--- src/rtl/gerador_pb_pkg.sv ---
// Shared definitions for the push-button generator and its decoder.
// The GERADOR_PB_BOUNCE_EN macro adds the contact-bounce states.
package pb_pkg;

  localparam int CNT_W                 = 16;
  localparam int DEBOUNCE_P_DEF        = 300;
  localparam int SWITCH_MODE_MIN_T_DEF = 5000;
  localparam int SHORT_HOLD_DEF        = 1000;
  localparam int LONG_HOLD_DEF         = 6000;
  localparam int GAP_T_DEF             = 16;

  typedef enum logic [2:0] {
    ST_IDLE,
    ST_PRESS,
    ST_GAP,
    ST_END
`ifdef GERADOR_PB_BOUNCE_EN
    , ST_BOUNCE_ON,
    ST_BOUNCE_OFF
`endif
  } pb_gen_state_t;

endpackage

--- src/rtl/gerador_pb_timer.sv ---
// 16-bit loadable down-counter shared by hold, gap and bounce timing.
module pb_timer
  import pb_pkg::*;
(
  input  logic             clk,
  input  logic             rst,
  input  logic             load,
  input  logic [CNT_W-1:0] load_val,
  input  logic             en,
  output logic             zero
);

  logic [CNT_W-1:0] r_cnt;

  always_ff @(posedge clk or negedge rst) begin
    if (!rst) begin
      r_cnt <= '0;
    end else if (load) begin
      r_cnt <= load_val;
    end else if (en) begin
      r_cnt <= r_cnt - 1'b1;
    end
  end

  assign zero = (r_cnt == '0);

endmodule

--- src/rtl/gerador_pb.sv ---
// Push-button waveform generator: short (req_b) or long (req_a) press, then a guard gap.
// Define GERADOR_PB_BOUNCE_EN to emulate contact bounce around each edge of the press.
module gerador_pb
  import pb_pkg::*;
#(
  parameter int DEBOUNCE_P        = DEBOUNCE_P_DEF,
  parameter int SWITCH_MODE_MIN_T = SWITCH_MODE_MIN_T_DEF,
  parameter int SHORT_HOLD        = SHORT_HOLD_DEF,
  parameter int LONG_HOLD         = LONG_HOLD_DEF,
  parameter int GAP_T             = GAP_T_DEF
`ifdef GERADOR_PB_BOUNCE_EN
  ,
  parameter int BOUNCE_CYC        = 8,
  parameter int BOUNCE_N          = 6
`endif
) (
  input  logic          clk,
  input  logic          rst,
  input  logic          req_a,
  input  logic          req_b,
  output logic          pb,
  output logic          busy,
  output logic          done,
  output logic          drop,
  output pb_gen_state_t o_dbg_state
);

  // The generated press must land firmly on the intended side of the decoder's thresholds.
  if (!(SHORT_HOLD < 65536 && LONG_HOLD < 65536 && GAP_T < 65536)) begin : g_chk_range
    $error("gerador_pb: times must fit the 16-bit counter");
  end
  if (!(DEBOUNCE_P + 3 < SHORT_HOLD && SHORT_HOLD < SWITCH_MODE_MIN_T)) begin : g_chk_short
    $error("gerador_pb: SHORT_HOLD outside decoder short window");
  end
  if (!(LONG_HOLD > SWITCH_MODE_MIN_T + DEBOUNCE_P + 3)) begin : g_chk_long
    $error("gerador_pb: LONG_HOLD too short for decoder long press");
  end
  if (!(GAP_T >= 4)) begin : g_chk_gap
    $error("gerador_pb: GAP_T must be at least 4");
  end
`ifdef GERADOR_PB_BOUNCE_EN
  if (!(BOUNCE_N * BOUNCE_CYC < DEBOUNCE_P && BOUNCE_N % 2 == 0 && BOUNCE_N > 0 && BOUNCE_N < 256))
  begin : g_chk_bounce
    $error("gerador_pb: bounce burst must be even and shorter than the decoder debounce");
  end
`endif

  pb_gen_state_t    r_state, w_next;
  logic             w_load, w_en, w_zero;
  logic [CNT_W-1:0] w_load_val;
  logic             w_req, w_pb_nxt, w_drop_nxt;
  logic             r_pb, r_busy, r_done, r_drop;
`ifdef GERADOR_PB_BOUNCE_EN
  logic             r_long, w_long_nxt;
  logic [7:0]       r_bcnt, w_bcnt_nxt;
`endif

  assign w_req = req_a | req_b;

  pb_timer u_timer (
    .clk      (clk),
    .rst      (rst),
    .load     (w_load),
    .load_val (w_load_val),
    .en       (w_en),
    .zero     (w_zero)
  );

  always_comb begin
    w_next     = r_state;
    w_load     = 1'b0;
    w_load_val = '0;
    w_en       = 1'b0;
    w_drop_nxt = 1'b0;
`ifdef GERADOR_PB_BOUNCE_EN
    w_long_nxt = r_long;
    w_bcnt_nxt = r_bcnt;
`endif
    case (r_state)
      ST_IDLE: begin
        if (w_req) begin
          w_load = 1'b1;
`ifdef GERADOR_PB_BOUNCE_EN
          w_next     = ST_BOUNCE_ON;
          w_load_val = CNT_W'(BOUNCE_CYC - 1);
          w_long_nxt = req_a;
          w_bcnt_nxt = '0;
`else
          w_next     = ST_PRESS;
          w_load_val = req_a ? CNT_W'(LONG_HOLD - 1) : CNT_W'(SHORT_HOLD - 1);
`endif
        end
      end
`ifdef GERADOR_PB_BOUNCE_EN
      ST_BOUNCE_ON: begin
        w_drop_nxt = w_req;
        if (!w_zero) begin
          w_en = 1'b1;
        end else if (r_bcnt == 8'(BOUNCE_N - 1)) begin
          w_next     = ST_PRESS;
          w_load     = 1'b1;
          w_load_val = r_long ? CNT_W'(LONG_HOLD - 1) : CNT_W'(SHORT_HOLD - 1);
        end else begin
          w_load     = 1'b1;
          w_load_val = CNT_W'(BOUNCE_CYC - 1);
          w_bcnt_nxt = r_bcnt + 8'd1;
        end
      end
      ST_BOUNCE_OFF: begin
        w_drop_nxt = w_req;
        if (!w_zero) begin
          w_en = 1'b1;
        end else if (r_bcnt == 8'(BOUNCE_N - 1)) begin
          w_next     = ST_GAP;
          w_load     = 1'b1;
          w_load_val = CNT_W'(GAP_T - 1);
        end else begin
          w_load     = 1'b1;
          w_load_val = CNT_W'(BOUNCE_CYC - 1);
          w_bcnt_nxt = r_bcnt + 8'd1;
        end
      end
`endif
      ST_PRESS: begin
        w_drop_nxt = w_req;
        if (w_zero) begin
          w_load = 1'b1;
`ifdef GERADOR_PB_BOUNCE_EN
          w_next     = ST_BOUNCE_OFF;
          w_load_val = CNT_W'(BOUNCE_CYC - 1);
          w_bcnt_nxt = '0;
`else
          w_next     = ST_GAP;
          w_load_val = CNT_W'(GAP_T - 1);
`endif
        end else begin
          w_en = 1'b1;
        end
      end
      ST_GAP: begin
        w_drop_nxt = w_req;
        if (w_zero) w_next = ST_END;
        else        w_en   = 1'b1;
      end
      ST_END: begin
        w_drop_nxt = w_req;
        w_next     = ST_IDLE;
      end
      default: w_next = ST_IDLE;
    endcase
  end

  // pb is registered from the next state so it changes on the same edge as the state.
  always_comb begin
    w_pb_nxt = 1'b0;
    case (w_next)
      ST_PRESS:      w_pb_nxt = 1'b1;
`ifdef GERADOR_PB_BOUNCE_EN
      ST_BOUNCE_ON:  w_pb_nxt = ~w_bcnt_nxt[0];
      ST_BOUNCE_OFF: w_pb_nxt = w_bcnt_nxt[0];
`endif
      default:       w_pb_nxt = 1'b0;
    endcase
  end

  always_ff @(posedge clk or negedge rst) begin
    if (!rst) begin
      r_state <= ST_IDLE;
      r_pb    <= 1'b0;
      r_busy  <= 1'b0;
      r_done  <= 1'b0;
      r_drop  <= 1'b0;
    end else begin
      r_state <= w_next;
      r_pb    <= w_pb_nxt;
      r_busy  <= (w_next != ST_IDLE);
      r_done  <= (w_next == ST_END);
      r_drop  <= w_drop_nxt;
    end
  end

`ifdef GERADOR_PB_BOUNCE_EN
  always_ff @(posedge clk or negedge rst) begin
    if (!rst) begin
      r_long <= 1'b0;
      r_bcnt <= '0;
    end else begin
      r_long <= w_long_nxt;
      r_bcnt <= w_bcnt_nxt;
    end
  end
`endif

  assign pb          = r_pb;
  assign busy        = r_busy;
  assign done        = r_done;
  assign drop        = r_drop;
  assign o_dbg_state = r_state;

endmodule

--- config.mk ---
export PLATFORM = sky130hd
export DESIGN_NAME = gerador_pb
export DESIGN_NICKNAME = d
export VERILOG_FILES = /design/src/rtl/gerador_pb_pkg.sv /design/src/rtl/gerador_pb_timer.sv /design/src/rtl/gerador_pb.sv
export SDC_FILE = /design/constraint.sdc
export NUM_CORES = 1
export LEC_CHECK = 0
export BUFFER_PORTS_ARGS = -buffer_cell sky130_fd_sc_hd__buf_2
export CAP_MARGIN = 0
export CORE_MARGIN = 3
export CORE_UTILIZATION = 55
export CTS_BUF_LIST = sky130_fd_sc_hd__clkbuf_8
export DETAILED_ROUTE_END_ITERATION = 12
export PLACE_DENSITY = 0.8
export RECOVER_POWER = 50
export SLEW_MARGIN = 20
export SYNTH_ARGS = -nofsm -noshare
export SYNTH_HDL_FRONTEND = slang
export SYNTH_SLANG_ARGS = --single-unit
--- constraint.sdc ---
create_clock -name clk -period 4.3 [get_ports clk]
set_input_delay 0.86 -clock clk [delete_from_list [all_inputs] [get_ports clk]]
set_output_delay 0.86 -clock clk [all_outputs]
set_load 0.05 [all_outputs]
== After elaboration in Yosys (flattened, before gate mapping) ==
Cells that the tools add are included.

* Flip-flop bits (word level): 23
* Bits of input ports: 4
* Output and inout bits: 7
* Logic and storage cells: 36

* $add $sub $neg: 1
* Equal/unequal tests: 5
* Multiplexer cells: 17
* Bitwise logic cells: 1
* Reduce and logical (&&, ||, !) cells: 6

{| class="wikitable"
|+ Operator list
! cell !! number
|-
| two-way mux 16 bit || 2
|-
| two-way mux 13 bit || 2
|-
| one-hot mux 13 bit (2 select lines) || 1
|-
| logical NOT 16 bit || 1
|-
| subtractor 16 x 1 -> 16 bit, second input constant || 1
|-
| equality test 3 x 2 -> 1 bit, second input constant || 3
|-
| two-way mux 3 bit || 3
|-
| one-hot mux 3 bit (3 select lines) || 1
|-
| equality test 3 x 1 -> 1 bit, second input constant || 2
|-
| two-way mux 1 bit || 6
|-
| two-way mux 4 bit || 1
|-
| logical NOT 3 bit || 1
|-
| nonzero test 3 bit || 1
|-
| OR reduction 3 bit || 1
|-
| one-hot mux 1 bit (2 select lines) || 1
|-
| nonzero test 2 bit || 1
|-
| OR reduction 2 bit || 1
|-
| bitwise OR 1 bit || 1
|}

== Logic depth before layout (Yosys ltp) ==
* Word-level depth: 5
* Gate-level depth with buffers: 9
* Depth with buffers taken out: 7

== Hierarchy ==
A second synthesis with hierarchy kept.

* Cell total of the unflattened synthesis: 145
* Area total of the unflattened synthesis: 1,377.6 um^2

{| class="wikitable"
|+ Modules (own cells, without submodules)
! module !! instances !! cells each !! area each (um^2) !! sequential area each (um^2)
|-
| pb_timer || 1 || 111 || 1,028.5 || 400.4
|-
| gerador_pb || 1 || 34 || 349.1 || 175.2
|}

== Least setup slack after synthesis ==
Ideal clock, no wire load.

* Path kind: reg-to-reg
* Start point: register u_timer.r_cnt[0]
* End point: register u_timer.r_cnt[6]
* Setup time: 0.130 ns
* Data arrival time: 2.219 ns
* Data required time: 4.170 ns
* Slack: 1.951 ns
* Cell stages (with the launch flop): 10
* Path buffers: 2
* Period minus slack after synthesis: 2.349 ns
* Path through: dfrtp_1 inv_1 ha_1 or4b_1 or4_4 buf_6 and2_4 buf_6 a311oi_1 a31oi_1

* Word-level cells in the longest chain between the ends: 4
* Elaborated cells on any way between the ends: 9
* Classes of those cells: add/sub: 1; mux: 6; reduce/logical: 2

{| class="wikitable"
|+ RTL lines
! element !! line !! source
|-
| start: declaration || gerador_pb_timer.sv:13 || <nowiki>logic [CNT_W-1:0] r_cnt;</nowiki>
|-
| start signal: assignment || gerador_pb_timer.sv:19 || <nowiki>r_cnt <= load_val;</nowiki>
|-
| start signal: assignment || gerador_pb_timer.sv:21 || <nowiki>r_cnt <= r_cnt - 1'b1;</nowiki>
|-
| branches (longest 4 deep; another with subtractor 16 x 1 -> 16 bit) || -- ||
|}

Several ways; the timed one is not identified. The select of a mux whose other input is x is not followed.
A chain may end at the register's enable or synchronous reset.

== Final worst setup path ==
* Start point: register u_timer.r_cnt[0]
* End point: register u_timer.r_cnt[7]

The elaborated chain is that of the path after synthesis.

==> results.py <==
metrics = {
    "synth": {
        "yosysWarnings": 0,
        "yosysUniqueCellTypes": 47,
        "synth_area_leaders": "dfrtp_1, nor2_1, xor2_1, nand3_1, nor3_1",
        "synth_top_area_share_pct": 44.1,
        "ys_async_sr_fraction_pct": 100,
        "synth-edff-count": 0,
        "synth_top_cell_by_area": "dfrtp_1",
        "syn_avg_cell_area_um2": 9.67,
        "syn_nets": 141,
        "syn_area_mm2": 0.00131,
        "ys.flop_type": "dfrtp_1",
        "synth_seq_cells": 23,
        "seq_area_frac_synth_pct": 44.1,
        "syn_inst": 135,
    },
    "cts": {
        "cts_buffers": 3,
        "tritoncts": "built",
        "clock-sinks": 23,
        "root_buffer": "clkbuf_8",
        "clock_latency_ns": 0.26,
        "post_cts_buffers": 0,
        "cts.clk_slew.worst_paths_ns": 0.08,
        "cts_max_path_buffers": 2,
        "post_cts_resized": 0,
        "cts-htree-levels": 1,
        "holdBufCountCts": 0,
    },
    "power_and_ir_drop": {
        "leakagePower_nw": 0.559,
        "p_switching_mw": 0.169,
        "clock_power_share_pct": 25.4,
        "p_comb_share_pct": 21.6,
        "internal_power_mw": 0.345,
        "p_sw_share_pct": 32.9,
        "seqPwrFrac_pct": 53.0,
        "power_density_mw_per_mm2": 370,
        "ir_drop_uv": 253,
    },
    "sta": {
        "finalMaxSlewViolations": 0,
        "finalSetupViolCount": 0,
        "fin_ws_ns": 1.74,
        "fin_crit_sh_pct": 59.6,
        "relSlewSlack_pct": 17.5,
        "fin_worst_skew_ns": 0.00239,
        "setup_tns_ns": 0,
        "worst_pin_slew_ns": 1.24,
        "rsz0062_at_grt": "no",
        "hold_slack_ns": 0.528,
        "hold_violations": 0,
        "period_needed_ns": 2.56,
        "fmax_mhz": 390,
    },
    "floorplanning": {
        "start_util_pct": 58.4,
        "dieArea_mm2": 0.00299,
        "die_h_um": 54.7,
        "die_width_um": 54.7,
        "rows": 17,
        "boundaryPins": 11,
        "core_mm2": 0.00223,
    },
    "setup_path": {
        "crit_chain": "inv_1, ha_1, or4b_1, or4_4, o21ai_2, a41oi_2, o22a_1",
        "r2r_cells": 7,
        "critPathMaxStageDelay_ns": 0.65,
        "critical-path-top-delay-family": "simple AND/OR/NAND/NOR gates",
        "required_ns": 4.46,
        "cp_num_buf_inv": 1,
        "startpoint_type": "flop",
        "worst-path-stages": 7,
        "worst-path-max-fanout": 15,
        "critPathArrivalTime_ns": 2.72,
        "slowest_stage": "or4_4",
        "crit_type": "flop to flop",
        "cp-end-kind": "flop",
    },
    "route": {
        "vias": 1064,
        "route.detailed.drc": 0,
        "wl_per_cell_um": 15.8,
        "drt_first_pass_iters": 4,
        "drt-total-wl_um": 2710,
        "viasPerCell": 6.19,
        "antenna_violating_nets_post_route": 0,
        "first_iter_violations": 22,
    },
    "placement": {
        "dp_cells": 168,
        "place_ws_ns": 1.74,
        "hpwl_um": 1960,
        "gp_congestion": 0.922,
        "place.port_buffers": 10,
    },
    "worst_hold_path": {
        "worstHoldPathCells": 1,
        "hp-class": "flop to flop",
    },
    "global_routing": {
        "grt_util_met2_pct": 32.9,
        "grt_max_degree": 24,
        "global_route.usage.total_pct": 20.7,
        "grt-busiest-layer": "met2",
        "overflow": 0,
        "antenna_found_initial": 0,
        "first_global_vias": 995,
        "grt_pass1_wl_um": 4490,
        "use_met3_pct": 3.27,
        "met1_usage_pct": 27.8,
    },
    "finish": {
        "fill_cells": 182,
        "nets": 151,
        "area_delta_synth_final_pct": 6.42,
        "fin_util_pct": 62.2,
        "layout_common_cells": "dfrtp_1, nor2_1, xor2_1",
        "layout_commonest_cell": "dfrtp_1",
        "antennaDiodeCount": 0,
        "stdcell_count": 172,
        "drive_gt1_share_pct": 16.0,
    },
    "outcome": {
        "status": "finished, final reports clean",
    },
    "flow_run": {
        "maxCapViolCount": 0,
    },
}
[cell type report]
type,instances,area [um^2],area share [%]
clock inverter,1,3.75,0.270
sequential,23,576,41.4
clock buffer,3,41.3,2.97
inverter,2,7.51,0.541
timing repair buffer,10,46.3,3.33
multi-input combinational,105,679,48.9
tap,28,35.0,2.52
[metrics by stage]
step | total power, mW | area [um^2]
6_report | 0.514 | 1390
4_1_cts | 0.515 | 1390
5_1_grt | 0.543 | 1390
2_1_floorplan | 0.356 | 1310
3_5_place_dp | 0.387 | 1350
3_3_place_gp | 0.382 | 1350
[state kept, by name, indices dropped and copies added (netlist names)]
| register | flops |
|---|---|
| drop | 1 |
| busy | 1 |
| o_dbg_state | 3 |
| pb | 1 |
| done | 1 |
| u_timer.r_cnt | 16 |
[cells by family after synthesis]
family | share of synthesized area (%)
AOI/OAI and AO/OA | 17.1
xor gates and xnor gates | 6.04
adders and majority gates | 1.92
buffers and inverters | 3.83
DFF | 44.1
other | 0.287
and+or+nand+nor | 26.8
[cell usage after synthesis, types with 2 or more instances]
library cell / count
dfrtp_1: 23
nand2b_1: 4
buf_6: 3
a211oi_1: 3
inv_1: 2
a21oi_1: 5
nand2_1: 6
nor3_1: 7
ha_1: 2
or4_1: 3
nor4_1: 3
nor2_1: 20
nand3_1: 7
o21ai_0: 3
or2_2: 3
xor2_1: 8
a31oi_1: 3
[power by group through the flow]
stage	clock network, mW	logic (mW)	registers (mW)
2_1_floorplan	0	0.0730	0.283
3_3_place_gp	0	0.109	0.273
3_5_place_dp	0	0.112	0.276
4_1_cts	0.132	0.112	0.271
5_1_grt	0.142	0.125	0.276
6_report	0.131	0.111	0.273
[final timing paths]
path	slack (ns)	from	endpoint
setup / recovery	1.74	u_timer.r_cnt[0]	u_timer.r_cnt[7]
hold / removal	0.53	u_timer.r_cnt[9]	u_timer.r_cnt[9]
setup reg to reg	1.74	u_timer.r_cnt[0]	u_timer.r_cnt[7]
hold reg to reg	0.53	u_timer.r_cnt[9]	u_timer.r_cnt[9]
max in group asynchronous	2.73	rst	u_timer.r_cnt[12]
min in group asynchronous	0.84	rst	o_dbg_state[0]
[worst reg2reg max path: cells and delay by family (launching register included)]
family / cells / cell delay (ns)
AND/OR/NAND/NOR: 2 / 1.10
AO/OA/AOI/OAI: 3 / 0.70
flip-flops: 1 / 0.43
adder cells (fa/ha/maj): 1 / 0.14
buffers and inverters: 1 / 0.10
[metal layers]
metal | wire [um] | vias to the layer above
met5 | 0 | -
met1 | 1260 | 516
met3 | 154 | 6
met4 | 40 | 0
met2 | 1260 | 34
li1 | - | 508
(Power assumes the default switching activity.)
